### config.mk
export PLATFORM = sky130hd
export DESIGN_NAME = decade7_check
export DESIGN_NICKNAME = d
export VERILOG_FILES = /design/src/rtl/decade7_check.sv
export SDC_FILE = /design/constraint.sdc
export NUM_CORES = 1
export LEC_CHECK = 0
export ABC_AREA = 1
export CORE_MARGIN = 2
export CORE_UTILIZATION = 50
export DETAILED_ROUTE_END_ITERATION = 12
export MAX_ROUTING_LAYER = met4
export PLACE_DENSITY = 0.77
export SYNTH_ARGS = -nofsm -noshare
export SYNTH_HDL_FRONTEND = slang
export SYNTH_SLANG_ARGS = --single-unit
### constraint.sdc
create_clock -name i_clk -period 2.5 [get_ports i_clk]
set_input_delay 0.375 -clock i_clk [delete_from_list [all_inputs] [get_ports i_clk]]
set_output_delay 0.375 -clock i_clk [all_outputs]
set_load 0.05 [all_outputs]
### src/rtl/decade7_check.sv
// decade7_check: receive-side checker for a 2-of-5 decade ring counter.
//
// Watches the ring value {a,b,c,d,e} and the set0/set9/advance strobes that drive
// the ring. It decodes the ring to BCD and flags any code that does not have
// exactly two bits set. It also checks that every ring change is the one the
// strobes asked for.
//
// It raises a one-cycle carry on the 9->0 advance and keeps sticky error flags.
//
// Ports:
//   i_clk, i_reset     clock and synchronous active-high reset
//   i_ring[4:0]        ring value {a,b,c,d,e}
//   i_set0/i_set9/i_advance  level strobes shared with the counter (edge-detected here)
//   i_clear_err        clears sticky flags and the error counter
//   o_bcd[3:0]         registered decode, 4'hF when illegal
//   o_code_ok          registered ring is a legal 2-of-5 code
//   o_carry            one-cycle pulse on a checked 9->0 advance
//   o_code_err         sticky illegal-code flag
//   o_seq_err          sticky wrong-step flag
//   o_primed           sequence checking active (armed by a set0/set9)
//   o_err_count        error-cycle count, only built with DECADE7_CHECK_ERRCNT_EN
//
// Optional feature macro: DECADE7_CHECK_ERRCNT_EN (saturating error counter).
module decade7_check #(
  parameter bit          CHECK_SPURIOUS = 1'b1,
  parameter int unsigned ERR_CNT_W      = 8
) (
  input  logic                 i_clk,
  input  logic                 i_reset,
  input  logic [4:0]           i_ring,
  input  logic                 i_set0,
  input  logic                 i_set9,
  input  logic                 i_advance,
  input  logic                 i_clear_err,
  output logic [3:0]           o_bcd,
  output logic                 o_code_ok,
  output logic                 o_carry,
  output logic                 o_code_err,
  output logic                 o_seq_err,
  output logic                 o_primed,
  output logic [ERR_CNT_W-1:0] o_err_count
);

  typedef enum logic [1:0] {KindSet0, KindSet9, KindAdv} kind_e;

  localparam logic [4:0] Code0 = 5'b00011;
  localparam logic [4:0] Code9 = 5'b00101;

  function automatic logic [3:0] decode(input logic [4:0] r);
    logic [3:0] d;
    case (r)
      5'b00011: d = 4'd0;
      5'b10010: d = 4'd1;
      5'b10001: d = 4'd2;
      5'b01001: d = 4'd3;
      5'b11000: d = 4'd4;
      5'b10100: d = 4'd5;
      5'b01100: d = 4'd6;
      5'b01010: d = 4'd7;
      5'b00110: d = 4'd8;
      5'b00101: d = 4'd9;
      default:  d = 4'hF;
    endcase
    return d;
  endfunction

  function automatic logic [4:0] encode(input logic [3:0] d);
    logic [4:0] r;
    case (d)
      4'd1:    r = 5'b10010;
      4'd2:    r = 5'b10001;
      4'd3:    r = 5'b01001;
      4'd4:    r = 5'b11000;
      4'd5:    r = 5'b10100;
      4'd6:    r = 5'b01100;
      4'd7:    r = 5'b01010;
      4'd8:    r = 5'b00110;
      4'd9:    r = 5'b00101;
      default: r = 5'b00011;
    endcase
    return r;
  endfunction

  logic       last_set0, last_set9, last_advance;
  logic       pending;
  logic [4:0] r_ring;
  logic [4:0] r_expect;
  logic       r_expect_ok;
  kind_e      r_kind;

  logic       ev_set0, ev_set9, ev_adv, event_any;
  logic [3:0] in_bcd, succ_digit;
  logic       in_legal;
  logic [4:0] new_expect;
  logic       new_expect_ok;
  kind_e      new_kind;
  logic       code_err_det, seq_err_det, carry_det, prime_det;

  assign ev_set9   = i_set9 & ~last_set9;
  assign ev_set0   = i_set0 & ~last_set0;
  assign ev_adv    = i_advance & ~last_advance;
  assign event_any = ev_set9 | ev_set0 | ev_adv;

  assign in_bcd     = decode(i_ring);
  assign in_legal   = (in_bcd != 4'hF);
  assign succ_digit = (in_bcd == 4'd9) ? 4'd0 : in_bcd + 4'd1;

  // Priority set9 > set0 > advance, matching the counter.
  always_comb begin
    new_expect    = Code0;
    new_expect_ok = 1'b1;
    new_kind      = KindSet0;
    if (ev_set9) begin
      new_expect = Code9;
      new_kind   = KindSet9;
    end else if (ev_set0) begin
      new_expect = Code0;
      new_kind   = KindSet0;
    end else if (ev_adv) begin
      new_expect    = encode(succ_digit);
      new_expect_ok = in_legal;  // advancing from an illegal code has no valid successor
      new_kind      = KindAdv;
    end
  end

  always_comb begin
    code_err_det = ~in_legal;
    seq_err_det  = 1'b0;
    carry_det    = 1'b0;
    prime_det    = 1'b0;
    if (pending) begin
      seq_err_det = o_primed & (~r_expect_ok | (i_ring != r_expect));
      carry_det   = r_expect_ok & (r_kind == KindAdv) & (r_expect == Code0) & (i_ring == Code0);
      prime_det   = (r_kind != KindAdv);
    end else begin
      // Ring moved with nothing asking it to.
      seq_err_det = CHECK_SPURIOUS & o_primed & (i_ring != r_ring);
    end
  end

  always_ff @(posedge i_clk) begin
    if (i_reset) begin
      last_set0    <= 1'b0;
      last_set9    <= 1'b0;
      last_advance <= 1'b0;
      pending      <= 1'b0;
      r_ring       <= 5'b00000;
      r_expect     <= 5'b00000;
      r_expect_ok  <= 1'b0;
      r_kind       <= KindSet0;
      o_bcd        <= 4'hF;
      o_code_ok    <= 1'b0;
      o_carry      <= 1'b0;
      o_code_err   <= 1'b0;
      o_seq_err    <= 1'b0;
      o_primed     <= 1'b0;
    end else begin
      last_set0    <= i_set0;
      last_set9    <= i_set9;
      last_advance <= i_advance;
      r_ring       <= i_ring;
      o_bcd        <= in_bcd;
      o_code_ok    <= in_legal;
      o_carry      <= carry_det;
      // A completing event and a new event on the same edge pipeline cleanly.
      pending      <= event_any;
      if (event_any) begin
        r_expect    <= new_expect;
        r_expect_ok <= new_expect_ok;
        r_kind      <= new_kind;
      end
      // A freshly detected error beats a simultaneous clear.
      if (code_err_det)     o_code_err <= 1'b1;
      else if (i_clear_err) o_code_err <= 1'b0;
      if (seq_err_det)      o_seq_err  <= 1'b1;
      else if (i_clear_err) o_seq_err  <= 1'b0;
      if (code_err_det)     o_primed   <= 1'b0;
      else if (prime_det)   o_primed   <= 1'b1;
    end
  end

`ifdef DECADE7_CHECK_ERRCNT_EN
  logic                 err_det;
  logic [ERR_CNT_W-1:0] err_count;

  assign err_det = code_err_det | seq_err_det;

  always_ff @(posedge i_clk) begin
    if (i_reset) begin
      err_count <= '0;
    end else if (i_clear_err) begin
      err_count <= err_det ? ERR_CNT_W'(1) : '0;
    end else if (err_det && (err_count != '1)) begin
      err_count <= err_count + ERR_CNT_W'(1);
    end
  end

  assign o_err_count = err_count;
`else
  assign o_err_count = '0;
`endif

endmodule

# Word-level counts from Yosys, hierarchy flattened

Memories as Yosys holds them, arrays and structs flattened.
Cells that the tools add are included.

Add/subtract/negate cells: 1
Eq/ne operators: 9
Multiplexer cells: 15
Bitwise operators: 17
Reduce and logical (&&, ||, !) cells: 3

Operators with widths:

| operator                                      | count |
|---|---|
| two-way mux 5 bit                             | 3 |
| == test 5 x 2 -> 1 bit, second input constant | 2 |
| inequality test 5 bit                         | 2 |
| AND 1 bit                                     | 8 |
| two-way mux 1 bit                             | 8 |
| two-way mux 2 bit                             | 3 |
| inverter 1 bit                                | 6 |
| adder 4 x 1 -> 4 bit, second input constant   | 1 |
| == test 4 bit, second input constant          | 1 |
| two-way mux 4 bit                             | 1 |
| inequality test 2 bit, second input constant  | 2 |
| inequality test 4 bit, second input constant  | 1 |
| OR reduction 2 bit                            | 2 |
| bitwise OR 1 bit                              | 3 |
| == test 2 bit, second input constant          | 1 |
| nonzero test 2 bit                            | 1 |

Flip-flop bits (word level): 26
Bits in read-only memories: 208
Bits of input ports: 11
Output and inout bits: 17
Memories kept: 2

Memory list:

| memory          | depth | bits a word | read ports | clocked after Yosys merged registers in | wr ports | RTL line | text |
|---|---|---|---|---|---|---|---|
| (no name shown) | 32    | 4           | 1          | 0                                       | 0        | 51       | `case (r)` |
| (no name shown) | 16    | 5           | 1          | 0                                       | 0        | 69       | `case (d)` |

# Logic depth before layout (Yosys ltp)

An unclocked memory read counts as a cell.

Depth after elaboration: 7
Depth in mapped cells: 18

# Least setup slack after synthesis

OpenSTA, ideal clock, no wires.

Path kind: input port to flip-flop
Start: in i_ring[0]
End: reg r_expect[2]
Arrival time: 2.088 ns
Setup slack: 0.342 ns
Cell stages on the path: 15
Path through: inv_1 > ha_1 > inv_1 > nand2_1 > nand3_1 > nand2_1 > a21boi_4 > nand2_1 > nand2_1 > nand2_4 > ha_1 > inv_1 > o21ai_1 > nand3_1 > a21oi_1

Cells in the longest elaborated chain, start to end: 7
Elaborated cells on any way between the ends: 8
Classes of those cells: 1 x add/sub; 1 x eq/ne; 4 x mux; 2 x memory

RTL lines:

| item                                                  | RTL line | text |
|---|---|---|
| start, declared                                       | 30       | `input logic [4:0] i_ring,` |
| memory (32 x 4 bit) (*)                               | --       |  |
| adder 4 x 1 -> 4 bit or == test 4 bit (tied branches) | 106      | `assign succ_digit = (in_bcd == 4'd9) ? 4'd0 : in_bcd + 4'd1;` |
| two-way mux 4 bit (*)                                 | 106      |  |
| memory (16 x 5 bit) (*)                               | --       |  |
| two-way mux 5 bit (*)                                 | 119      | `end else if (ev_adv) begin` |
| two-way mux 5 bit (*)                                 | 116      | `end else if (ev_set0) begin` |
| two-way mux 5 bit (*)                                 | 113      | `if (ev_set9) begin` |
| end signal, assigned                                  | 168      | `r_expect <= new_expect;` |
| end, declared                                         | 87       | `logic [4:0] r_expect;` |

Every way passes the cells marked *; elsewhere a longest branch is shown, timed or not.
A chain may end at the register's enable or synchronous reset.

# Final worst setup path

Same ends and word-level chain as after synthesis.

==> flow_summary.ini <==
[run_status]
status = completed

[synthesis]
synthCells = 210
synth_area_um2 = 1540
ys_ff_latch = 26
synth_area_per_cell_um2 = 7.32
synth_area_leaders = dfxtp_1, nand2_1, ha_1, inv_1, buf_4
synthMostInstantiatedCell = nand2_1
netlist.area_leader.share = 0.338
yosys_warnings = 0
synthFlopType = dfxtp_1
synthArstFlopShare = 0
synth_common_cells = nand2_1, dfxtp_1, inv_1, nor2_1
yosysSeqAreaShare = 0.338
synth_edf_count = 0
ys_types = 36
synth_top_cell_by_area = dfxtp_1

[sta]
fmax_ghz = 0.427
rsz0062_at_grt = false
report.final.hold_viol_count = 0
slew_violations = 0
max_slew_margin = 0.663
setup_violations = 0
worst_pin_slew_ps = 504
final.setup.worst_slack_ps = 155
min_period_ps = 2340
fin_skew_ps = 14.9
fin_crit_sh = 0.938

[placement]
hpwlAfterDp_um = 2470
dp_worst_setup_slack_ps = -137
gp_congestion = 0.859
portBuffers = 19

[clock_network]
cts_root_buf = clkbuf_4
ctsHtreeMaxLevel = 1
post-cts-setup-buffers = 0
clock_path_buffers = 2
path_clk_slew_ps = 150
cts_tree = yes
clk_latency_ps = 330
cts_inserted_buffers = 3
clock_sinks = 26

[worst_setup_path]
critPathMaxFanout = 4
cp.required_ps = 2760
cpPeakStageDelay_ps = 480
reg2reg_setup_slack_ps = 1220
rr_worst_depth = 6
critical_path_buf_inv_count = 4
r2r_end = r_expect[3]$_SDFFE_PP0P_
crit-reg2reg-launch = last_set0$_SDFF_PP0_
critical-path-slowest-cell = clkdlybuf4s50_1
cp_top_family = buffers and inverters
crit_chain = clkdlybuf4s50_1 -> inv_1 -> ha_1 -> inv_1 -> nand2_1 -> nand3_2 -> nand2_1 -> a21oi_4 -> nor2_2 -> nand2_2 -> nand2_4 -> ha_1 -> inv_1 -> o21ai_1 -> nand3_1 -> a21oi_1
cp.arrival_ps = 2600
critPathLaunchType = input pin
crit_top_cell = inv_1
crit_path_end_kind = flop
worst-setup-path-type = in -> reg

[floorplanning]
core_um2 = 2980
ioPinCount = 28
dieHeight_um = 59.5
fp.dieW_um = 59.5
die_area_um2 = 3530
initial_utilization = 0.516
row_count = 20

[final_layout]
num_antenna_cells = 0
nets = 271
final_layout_size_suffix_gt1_frac = 0.231
fillerInstances = 271
area_growth_pct = 26.3

[worst_hold_path]
hp-start = o_code_err$_SDFFE_PP0P_
hold_depth = 2
hold_path_class = reg -> reg
holdPathEnd = o_code_err$_SDFFE_PP0P_

[routing]
ant_nets = 0
drc = 0
vias = 1398
firstDrtPassIters = 4
drtIter0Drc = 60
vias_per_cell = 4.92
wl_per_cell_um = 11.2
wirelength_um = 3180

[pwr]
power.density_nw_per_um2 = 558
leakage_nw = 0.934
power_mw = 1.08
peakVddDrop_v = 0.000366

[global_route]
met3_usage = 0.0262
grt_max_degree = 19
busiest_layer = met2
antenna_found_initial = 0
grt.overflow.total = 0
grt_pass1_wl_um = 5490
first_global_vias = 1286
grtUsageTotal = 0.208
grt_use_met1 = 0.261
gr-usage-met2 = 0.349

[run]
cap_violations = 0
-- final cells by class --
type	count	area (µm²)	area share
clock buffer	3	22.5	0.0116
multi-input combinational	151	860	0.443
inverter	28	105	0.0541
sequential	26	520	0.268
clock inverter	1	30.0	0.0155
timing repair buffer	42	363	0.187
tap	33	41.3	0.0213
-- power breakdown --
part	total (mW)	switching, mW	leakage [nW]	internal, mW
registers	0.457	0.0155	0.215	0.442
clock network	0.288	0.126	0.0279	0.162
logic	0.337	0.209	0.691	0.128
-- worst max path at each step --
stage                    from                  endpoint  slack [ps]  cells past startpoint
floorplan           i_ring[0]  r_expect[2]$_SDFFE_PP0P_         340                     15
global placement    i_ring[1]  r_expect[2]$_SDFFE_PP0P_         -90                     16
detailed placement  i_ring[0]  r_expect[2]$_SDFFE_PP0P_        -140                     18
CTS                 i_ring[0]  r_expect[2]$_SDFFE_PP0P_         170                     18
global route        i_ring[0]  r_expect[2]$_SDFFE_PP0P_         0.7                     18
finish              i_ring[0]  r_expect[2]$_SDFFE_PP0P_         160                     16
-- sequential cells by signal (all words and copies together) (netlist names) --
| signal | cells |
|---|---|
| r_ring | 5 |
| o_primed | 1 |
| r_kind | 2 |
| o_code_err | 1 |
| o_carry | 1 |
| o_code_ok | 1 |
| o_seq_err | 1 |
| o_bcd | 4 |
| last_set0 | 1 |
| pending | 1 |
| r_expect_ok | 1 |
| r_expect | 5 |
| last_set9 | 1 |
| last_advance | 1 |
-- worst reg2reg max path, delay by kind of cell (launching register included) --
kind / cells / cell delay [ps]
AOI/OAI and AO/OA: 1 / 110
and+or+nand+nor: 5 / 790
DFF: 1 / 340
-- metal layers --
layer / vias up / share of wire
met2: 22 / 0.50
li1: 741 / -
met4: 0 / 0.0075
met5: - / 0
met3: 2 / 0.025
met1: 633 / 0.47
-- per-stage QoR --
| stage | instance area, µm² | setup TNS, ps | hold slack [ps] | std cells | utilization |
|---|---|---|---|---|---|
| floorplan | 1560 | 0 | 454 | 217 | - |
| global placement | 1880 | -238 | 454 | 280 | 0.632 |
| detailed placement | 1880 | -496 | 455 | 280 | 0.632 |
| CTS | 1930 | 0 | 476 | 284 | 0.650 |
| global route | 1940 | 0 | 510 | 284 | 0.652 |
| finish | 1940 | 0 | 473 | 284 | 0.652 |
-- layout by cell type (no fill, tap or decap), drive strengths merged, types with 3 or more instances in the layout --
cell / instances
ha: 8
buf: 23
dfxtp: 26
clkdlybuf4s50: 19
nand2: 60
nor2: 20
conb: 8
o22ai: 3
inv: 27
nor3: 3
a21oi: 16
nand3: 16
clkbuf: 3
nand4: 3
o21ai: 4
-- what timing repair did --
| item | CTS | global route |
|---|---|---|
| resized for setup | 0 | 2 |
| hold buffers | 0 | 0 |
| setup endpoints to repair | 0 | 2 |
-- kinds of logic (layout without fill, tap and decap cells) --
kind of cell               after synthesis  count (layout)  synth area share
xor gates and xnor gates                 2               2            0.0114
adders and majority gates                8               8            0.0651
and+or+nand+nor                        104             104             0.327
buffers and inverters                   40              74             0.124
DFF                                     26              26             0.338
AOI/OAI and AO/OA                       29              29             0.131
other                                    1               8           0.00244
No activity file was read; power rests on OpenSTA's default activity.
